## config.mk

```make
export PLATFORM = sky130hd
export DESIGN_NAME = pool_2d_flat
export DESIGN_NICKNAME = d
export VERILOG_FILES = /design/src/rtl/pool_pkg.sv /design/src/rtl/pool_2d_if.sv /design/src/rtl/pool_lane.sv /design/src/rtl/pool_2d.sv /design/src/flat_wrapper.sv
export SDC_FILE = /design/constraint.sdc
export NUM_CORES = 1
export LEC_CHECK = 0
export ABC_AREA = 1
export CAP_MARGIN = 0
export CORE_MARGIN = 2
export CORE_UTILIZATION = 30
export CTS_BUF_LIST = sky130_fd_sc_hd__clkbuf_16
export CTS_CLUSTER_DIAMETER = 200
export CTS_CLUSTER_SIZE = 30
export DETAILED_ROUTE_END_ITERATION = 16
export GPL_ROUTABILITY_DRIVEN = 0
export HOLD_SLACK_MARGIN = 0.03
export PLACE_DENSITY = 0.49
export SYNTH_ARGS = -nofsm -noshare
export SYNTH_HDL_FRONTEND = slang
export SYNTH_SLANG_ARGS = --single-unit
```

## constraint.sdc

```tcl
create_clock -name clk -period 8.5 [get_ports clk]
set_input_delay 1.275 -clock clk [delete_from_list [all_inputs] [get_ports clk]]
set_output_delay 1.275 -clock clk [all_outputs]
set_load 0.01 [all_outputs]
```

## src/rtl/pool_pkg.sv

```systemverilog
// rtl/pool_pkg.sv - shared types and constants for the 2-D pooling block
// Purpose: FSM state encoding, pool mode encoding, legal window sizes,
//          accumulator growth and the window-size decode helper.
// Ports:   none (package).
package pool_pkg;

  typedef enum logic [1:0] {
    ST_IDLE  = 2'd0,
    ST_ACCUM = 2'd1,
    ST_DONE  = 2'd2
  } pool_state_e;

  typedef enum logic {
    POOL_AVG = 1'b0,
    POOL_MAX = 1'b1
  } pool_mode_e;

  localparam logic [2:0] K_1 = 3'd1;
  localparam logic [2:0] K_2 = 3'd2;
  localparam logic [2:0] K_4 = 3'd4;

  // A 4x4 window of DWIDTH-bit values needs 4 extra bits of sum headroom.
  localparam int ACC_GROWTH = 4;

  // log2 of the window edge; anything other than 2 or 4 falls back to K=1.
  function automatic logic [1:0] k_log2(input logic [2:0] k);
    case (k)
      K_2:     return 2'd1;
      K_4:     return 2'd2;
      default: return 2'd0;
    endcase
  endfunction

endpackage

```

## src/rtl/pool_2d_if.sv

```systemverilog
// rtl/pool_2d_if.sv - row stream and status bundle of the pooling block
// Purpose: groups the input row handshake, the pooled row output and done.
// Ports:   in_data_available/inp_data  row in (master -> slave)
//          out_data/out_data_available pooled row out (slave -> master)
//          done_pool                   job complete (slave -> master)
interface pool_2d_if #(
  parameter int DWIDTH    = 8,
  parameter int NUM_LANES = 8
);
  logic                          in_data_available;
  logic [NUM_LANES*DWIDTH-1:0]   inp_data;
  logic [NUM_LANES*DWIDTH-1:0]   out_data;
  logic                          out_data_available;
  logic                          done_pool;

  modport master (
    output in_data_available, inp_data,
    input  out_data, out_data_available, done_pool
  );

  modport slave (
    input  in_data_available, inp_data,
    output out_data, out_data_available, done_pool
  );
endinterface

```

## src/rtl/pool_lane.sv

```systemverilog
// rtl/pool_lane.sv - one output lane: horizontal reduce plus vertical accumulate
// Purpose: reduces up to K input elements of a row (sum or max), folds them
//          into a vertical accumulator and registers the window result.
// Ports:   clk/resetn      clock, synchronous active-low reset
//          clear           drop accumulated state (job aborted)
//          row_valid       a row is accepted this cycle
//          win_close       this row completes the window
//          mode/k_log      latched pool mode and log2 of window edge
//          active          lane lies inside NUM_LANES/K, else result is 0
//          elems           the (up to) four input elements feeding this lane
//          result          registered pooled element
module pool_lane
  import pool_pkg::*;
#(
  parameter int DWIDTH = 8,
  parameter int ACC_W  = DWIDTH + ACC_GROWTH
) (
  input  logic                   clk,
  input  logic                   resetn,
  input  logic                   clear,
  input  logic                   row_valid,
  input  logic                   win_close,
  input  pool_mode_e             mode,
  input  logic [1:0]             k_log,
  input  logic                   active,
  input  logic [3:0][DWIDTH-1:0] elems,
  output logic [DWIDTH-1:0]      result
);

  logic [ACC_W-1:0]  acc_q;
  logic [ACC_W-1:0]  hsum;
  logic [ACC_W-1:0]  vsum;
  logic [DWIDTH-1:0] hmax;
  logic [DWIDTH-1:0] vmax;
  logic [DWIDTH-1:0] avg_out;
  logic [3:0]        k_mask;

  always_comb begin
    case (k_log)
      2'd1:    k_mask = 4'b0011;
      2'd2:    k_mask = 4'b1111;
      default: k_mask = 4'b0001;
    endcase
    hsum = '0;
    hmax = '0;
    for (int e = 0; e < 4; e++) begin
      if (k_mask[e]) begin
        hsum = hsum + ACC_W'(elems[e]);
        if (elems[e] > hmax) hmax = elems[e];
      end
    end
    vsum = acc_q + hsum;
    // In max mode the accumulator only ever holds a DWIDTH-bit value.
    vmax = (acc_q[DWIDTH-1:0] > hmax) ? acc_q[DWIDTH-1:0] : hmax;
    // Divisor is always the full K*K, also for a short final window.
    avg_out = DWIDTH'(vsum >> {k_log, 1'b0});
  end

  always_ff @(posedge clk) begin
    if (!resetn) begin
      acc_q  <= '0;
      result <= '0;
    end else if (clear) begin
      acc_q <= '0;
    end else if (row_valid) begin
      if (win_close) begin
        // Result capture and accumulator clear share the cycle, so the
        // next window can start on the very next row.
        result <= active ? ((mode == POOL_MAX) ? vmax : avg_out) : '0;
        acc_q  <= '0;
      end else begin
        acc_q <= (mode == POOL_MAX) ? ACC_W'(vmax) : vsum;
      end
    end
  end

endmodule

```

## src/rtl/pool_2d.sv

```systemverilog
// rtl/pool_2d.sv - 2-D average/max pooling over a stream of rows
// Purpose: control (FSM, row/window counters, config latch) around NUM_LANES
//          pool_lane reducers, with combinational bypass when disabled.
// Ports:   clk/resetn      clock, synchronous active-low reset
//          enable_pool     1 = pooling, 0 = bypass (and return to IDLE)
//          pool_mode       0 = average, 1 = max
//          kernel_size     window edge K (1, 2, 4; others act as 1)
//          num_rows        rows in the job
//          bus             row stream in, pooled rows and done out
module pool_2d
  import pool_pkg::*;
#(
  parameter int DWIDTH    = 8,
  parameter int NUM_LANES = 8,
  parameter int ROW_CNT_W = 8
) (
  input  logic                 clk,
  input  logic                 resetn,
  input  logic                 enable_pool,
  input  logic                 pool_mode,
  input  logic [2:0]           kernel_size,
  input  logic [ROW_CNT_W-1:0] num_rows,
  pool_2d_if.slave             bus
);

  pool_state_e            state_q, state_d;
  pool_mode_e             mode_q;
  logic [1:0]             klog_q;
  logic [ROW_CNT_W-1:0]   num_rows_q;
  logic [ROW_CNT_W-1:0]   row_cnt_q;
  logic [1:0]             win_cnt_q;
  logic                   out_valid_q;

  logic [ROW_CNT_W:0]     row_cnt_inc;
  logic                   last_row;
  logic [1:0]             win_last;
  logic                   row_accept;
  logic                   win_close;
  logic                   job_done;

  // Extra bit so the compare never wraps at the top of the counter range.
  assign row_cnt_inc = {1'b0, row_cnt_q} + {{ROW_CNT_W{1'b0}}, 1'b1};
  assign last_row    = (row_cnt_inc == {1'b0, num_rows_q});
  assign win_last    = (klog_q == 2'd2) ? 2'd3 : ((klog_q == 2'd1) ? 2'd1 : 2'd0);

  // State register
  always_ff @(posedge clk) begin
    if (!resetn) state_q <= ST_IDLE;
    else         state_q <= state_d;
  end

  // Next-state logic
  always_comb begin
    state_d = state_q;
    if (!enable_pool) begin
      state_d = ST_IDLE;
    end else begin
      case (state_q)
        ST_IDLE:  state_d = ST_ACCUM;
        ST_ACCUM: if (job_done) state_d = ST_DONE;
        ST_DONE:  state_d = ST_DONE;
        default:  state_d = ST_IDLE;
      endcase
    end
  end

  // FSM outputs
  always_comb begin
    row_accept = (state_q == ST_ACCUM) && enable_pool && bus.in_data_available;
    // A window also closes on the job's last row, giving the partial window.
    win_close  = row_accept && ((win_cnt_q == win_last) || last_row);
    // num_rows == 0 finishes on the first ACCUM cycle without any row.
    job_done   = (state_q == ST_ACCUM) &&
                 ((row_cnt_q == num_rows_q) || (row_accept && last_row));
  end

  // Config is captured once per job, on leaving IDLE.
  always_ff @(posedge clk) begin
    if (!resetn) begin
      mode_q     <= POOL_AVG;
      klog_q     <= 2'd0;
      num_rows_q <= '0;
    end else if (state_q == ST_IDLE && enable_pool) begin
      mode_q     <= pool_mode_e'(pool_mode);
      klog_q     <= k_log2(kernel_size);
      num_rows_q <= num_rows;
    end
  end

  always_ff @(posedge clk) begin
    if (!resetn || !enable_pool) begin
      row_cnt_q   <= '0;
      win_cnt_q   <= 2'd0;
      out_valid_q <= 1'b0;
    end else begin
      out_valid_q <= win_close;
      if (row_accept) begin
        row_cnt_q <= row_cnt_q + 1'b1;
        win_cnt_q <= win_close ? 2'd0 : win_cnt_q + 2'd1;
      end
    end
  end

  // Zero-padded copy of the input row so every lane can index 4*j+3 safely.
  logic [DWIDTH-1:0]                 lane_pad [4*NUM_LANES];
  logic [NUM_LANES-1:0][DWIDTH-1:0]  lane_res;

  for (genvar i = 0; i < 4*NUM_LANES; i++) begin : g_pad
    if (i < NUM_LANES) begin : g_real
      assign lane_pad[i] = bus.inp_data[i*DWIDTH +: DWIDTH];
    end else begin : g_zero
      assign lane_pad[i] = '0;
    end
  end

  for (genvar j = 0; j < NUM_LANES; j++) begin : g_lane
    logic [3:0][DWIDTH-1:0] elems;
    logic                   active;

    always_comb begin
      elems = '0;
      case (klog_q)
        2'd1: begin
          elems[0] = lane_pad[2*j];
          elems[1] = lane_pad[2*j+1];
        end
        2'd2: begin
          for (int e = 0; e < 4; e++) elems[e] = lane_pad[4*j+e];
        end
        default: elems[0] = lane_pad[j];
      endcase
    end

    assign active = (32'(j) < (32'(NUM_LANES) >> klog_q));

    pool_lane #(
      .DWIDTH (DWIDTH)
    ) u_lane (
      .clk       (clk),
      .resetn    (resetn),
      .clear     (!enable_pool),
      .row_valid (row_accept),
      .win_close (win_close),
      .mode      (mode_q),
      .k_log     (klog_q),
      .active    (active),
      .elems     (elems),
      .result    (lane_res[j])
    );
  end

  // Bypass is purely combinational and takes effect even during reset.
  assign bus.out_data           = enable_pool ? lane_res : bus.inp_data;
  assign bus.out_data_available = enable_pool ? out_valid_q : bus.in_data_available;
  assign bus.done_pool          = enable_pool ? (state_q == ST_DONE) : 1'b1;

endmodule

```

## src/flat_wrapper.sv

```systemverilog
// flat-port wrapper written by rule: the top's interface ports become plain ports
module pool_2d_flat import pool_pkg::*;
#(
  parameter int DWIDTH    = 8,
  parameter int NUM_LANES = 8,
  parameter int ROW_CNT_W = 8
)
  (clk, resetn, enable_pool, pool_mode, kernel_size, num_rows, bus_in_data_available, bus_inp_data, bus_out_data, bus_out_data_available, bus_done_pool);
  pool_2d_if #(.DWIDTH(DWIDTH), .NUM_LANES(NUM_LANES)) bus_i ();
  input  logic clk;
  input  logic resetn;
  input  logic enable_pool;
  input  logic pool_mode;
  input  logic [2:0] kernel_size;
  input  logic [ROW_CNT_W-1:0] num_rows;
  input wire logic [$bits(bus_i.in_data_available)-1:0] bus_in_data_available;
  input wire logic [$bits(bus_i.inp_data)-1:0] bus_inp_data;
  output wire logic [$bits(bus_i.out_data)-1:0] bus_out_data;
  output wire logic [$bits(bus_i.out_data_available)-1:0] bus_out_data_available;
  output wire logic [$bits(bus_i.done_pool)-1:0] bus_done_pool;
  assign bus_i.in_data_available = bus_in_data_available;
  assign bus_i.inp_data = bus_inp_data;
  assign bus_out_data = bus_i.out_data;
  assign bus_out_data_available = bus_i.out_data_available;
  assign bus_done_pool = bus_i.done_pool;
  pool_2d #(.DWIDTH(DWIDTH), .NUM_LANES(NUM_LANES), .ROW_CNT_W(ROW_CNT_W)) u_core (.clk(clk), .resetn(resetn), .enable_pool(enable_pool), .pool_mode(pool_mode), .kernel_size(kernel_size), .num_rows(num_rows), .bus(bus_i));
endmodule
```

==> metrics <==
post-synthesis sequential area ratio 0.158; Routed Antenna Nets 0; GRT overflow 0; max cap viols 0; Mapped Area 23300 um2; Area after DPL 25700 um2; Crit path arrival time 8.10 ns; # port buffers 145; Setup Total Neg Slack 0 ns; # H-tree levels 4; clock buffer count from CTS 17; WL/cell 18.9 um; Worst Path Required 8.81 ns; synthesized flop and latch total 184; status finished clean; syn nets 4414; total track usage 0.241; final instance area 26300 um2; unrepaired setup endpoints after global routing false; multiplexer share of the synthesized area 0; vias in the first global route 24200; # rows 102; Longest Clk Path Bufs 2; first-pass GRT wire length 146 mm; Initial Utilization 0.302; CP endpoint kind flop; clock sinks 184; startpoint types input port; CP peak stage delay 0.69 ns; Die Ht 283 um; DRT iter0 DRCs 2127; crit path time final 7.78 ns; Vias per Instance 5.06; pwr dens 135 nW/um2; Area growth syn-to-layout 13.2%; Synth Area in XOR/XNOR 0.0218; slowest cell on the critical path clkdlybuf4s50_1; chip width 283 um; HP Class reg -> reg; final setup vio count 0; ANT cells 0; clk slew on worst S/H paths 0.07 ns; Post-DP HPWL 74.8 mm; Most common cell on crit path nand2_1; Clock Latency Late Sink 0.47 ns; Core ar. 77100 um2; CTS tree yes; Leakage 13.1 nW; Final period util 0.915; Worst Skew 0.0116 ns; Total Die Area 79800 um2; drt total wl 97.3 mm; Final Hold Fails 0; Final Util 0.342; CP startpoint bus_inp_data[8]; clock root buffer clkbuf_16; layout cells sized above 1 0.0331; FMAX 0.129 GHz; pins over their slew limit 0; Synth Area in Adders 0.162; reg-to-reg critical path startpoint u_core.klog_q[0]; CP Class in -> reg; syn_area_per_cell 5.76 um2; YS warnings 0; post-synthesis cell type count 48; critical-path maximum fanout 11; pin count of the biggest net entering global routing 78; Slew @ Worst Pin 1.03 ns; total number of vias 26000; Layout Nets 4463; simple-gate portion of the synthesized area 0.361; Synth Area in Compound Gates 0.180; worst vdd ir 0.160 mV; fillers 8806; initial antenna violation count 1; Rel. slew slack 0.312; Initial DRT Pass Iterations 7; I/O pin total 146; DRC Markers 0; largest family of logic cells by synthesized area simple AND/OR/NAND/NOR gates; total power 3.56 mW; Min-Delay Startpoint u_core.g_lane[0].u_lane.result[3]; top_reg_cell synth dfxtp_1; number of flops mapped to enable cells by yosys 0; Mapped Cells 4043; share of synthesized registers carrying an async set or reset 0
routing by layer:
layer,GRT usage,vias to the layer above,part of all wire
li1,-,13300,-
met1,0.335,11900,0.48
met2,0.374,696,0.42
met3,0.0368,114,0.060
met4,0.0871,0,0.034
met5,0,-,0
power by group:
group | leakage (nW) | switching, mW | internal [mW]
Clock | 0.299 | 0.389 | 0.488
Combinational | 11.3 | 1.19 | 0.585
Sequential | 1.49 | 0.0260 | 0.879
Total | 13.1 | 1.60 | 1.95
through the flow:
step	instances	setup slack [ns]	hold WS, ns
2_1_floorplan	4043	0.700	0.444
3_3_place_gp	5113	0.00194	0.455
3_5_place_dp	5113	0.0549	0.457
4_1_cts	5145	0.541	0.469
5_1_grt	5145	0.0194	0.485
6_report	5145	0.718	0.469
final cells by class:
type	instances	area [um2]	share of cell area
clock buffer	17	425	0.0161
clock inverter	15	184	0.00698
inverter	547	2060	0.0781
multi-input combinational	3152	16900	0.641
sequential	184	3690	0.140
tap	1040	1300	0.0494
timing repair buffer	190	1800	0.0683
synth_stat cells (21+ instances only):
cell | number | share of area
nand2_1 | 1231 | 0.20
inv_1 | 536 | 0.086
nand3_1 | 388 | 0.083
a21oi_1 | 375 | 0.081
o21ai_0 | 283 | 0.061
nor2_1 | 281 | 0.045
ha_1 | 275 | 0.15
dfxtp_1 | 184 | 0.16
clkbuf_1 | 113 | 0.018
nand4_1 | 47 | 0.013
xor2_1 | 36 | 0.014
o22ai_1 | 33 | 0.0089
o211ai_1 | 32 | 0.010
buf_2 | 27 | 0.0058
or2_2 | 27 | 0.0073
xnor2_1 | 22 | 0.0083
o21bai_1 | 21 | 0.0068
state kept, by name, indices dropped and copies added (netlist names):
name and count:
u_core.g_lane.u_lane.acc_q 96, u_core.g_lane.u_lane.result 64, u_core.klog_q 2, u_core.mode_q 1
u_core.num_rows_q 8, u_core.out_valid_q 1, u_core.row_cnt_q 8, u_core.state_q 2
u_core.win_cnt_q 2
path summary, 6_finish.rpt:
path | endpoint | slack (ns) | cells past startpoint
min reg2reg | u_core.g_lane[0].u_lane.result[3] | 0.47 | 2
max reg2reg | u_core.g_lane[0].u_lane.result[0] | 0.76 | 42
max | u_core.g_lane[0].u_lane.result[0] | 0.72 | 39
min | u_core.g_lane[0].u_lane.result[3] | 0.47 | 2
worst max-delay path: cells and delay by family:
kind / cells / cell delay (ns)
adders and majority gates: 4 / 1.17
buffers and inverters: 7 / 1.73
and+or+nand+nor: 19 / 2.16
AOI/OAI and AO/OA: 9 / 1.75
cell usage in the layout, fill, tap and decap left out, types with 3 or more instances in the layout:
| cell | n |
|---|---|
| nand4_1 | 47 |
| xor2_1 | 36 |
| o311ai_0 | 3 |
| o211ai_1 | 32 |
| xnor2_1 | 22 |
| nand2_1 | 1228 |
| a211oi_1 | 6 |
| nand3b_1 | 7 |
| a31oi_1 | 5 |
| o21a_1 | 6 |
| a21oi_1 | 375 |
| o221ai_1 | 4 |
| ha_1 | 274 |
| o21ai_0 | 282 |
| fa_1 | 16 |
| o22ai_1 | 33 |
| nand3_1 | 388 |
| nor2_1 | 280 |
| nor2_2 | 4 |
| o21ai_1 | 5 |
| clkinv_1 | 5 |
| buf_4 | 45 |
| nor3_1 | 15 |
| a21o_1 | 3 |
| o21bai_1 | 21 |
| dfxtp_1 | 181 |
| clkbuf_16 | 17 |
| or2_2 | 27 |
| and2_1 | 7 |
| nor3b_1 | 4 |
| nor4_1 | 3 |
| clkinv_2 | 6 |
| inv_2 | 11 |
| clkdlybuf4s50_1 | 144 |
| inv_1 | 531 |
| bufinv_16 | 4 |
cells by family after synthesis:
| kind of cell | Yosys count |
|---|---|
| flip-flops | 184 |
| buffers and inverters | 707 |
| adder cells (fa/ha/maj) | 291 |
| AND/OR/NAND/NOR | 2021 |
| AO/OA/AOI/OAI | 782 |
| XOR/XNOR | 58 |
timing repair:
action | in CTS | in global routing
gates resized for setup | 0 | 5
hold buffers | 0 | 0
endpoints found under the hold margin | 0 | 0
endpoints found under the setup margin | 0 | 25
setup buffers | 0 | 0
No activity file was read; power rests on OpenSTA's default activity.
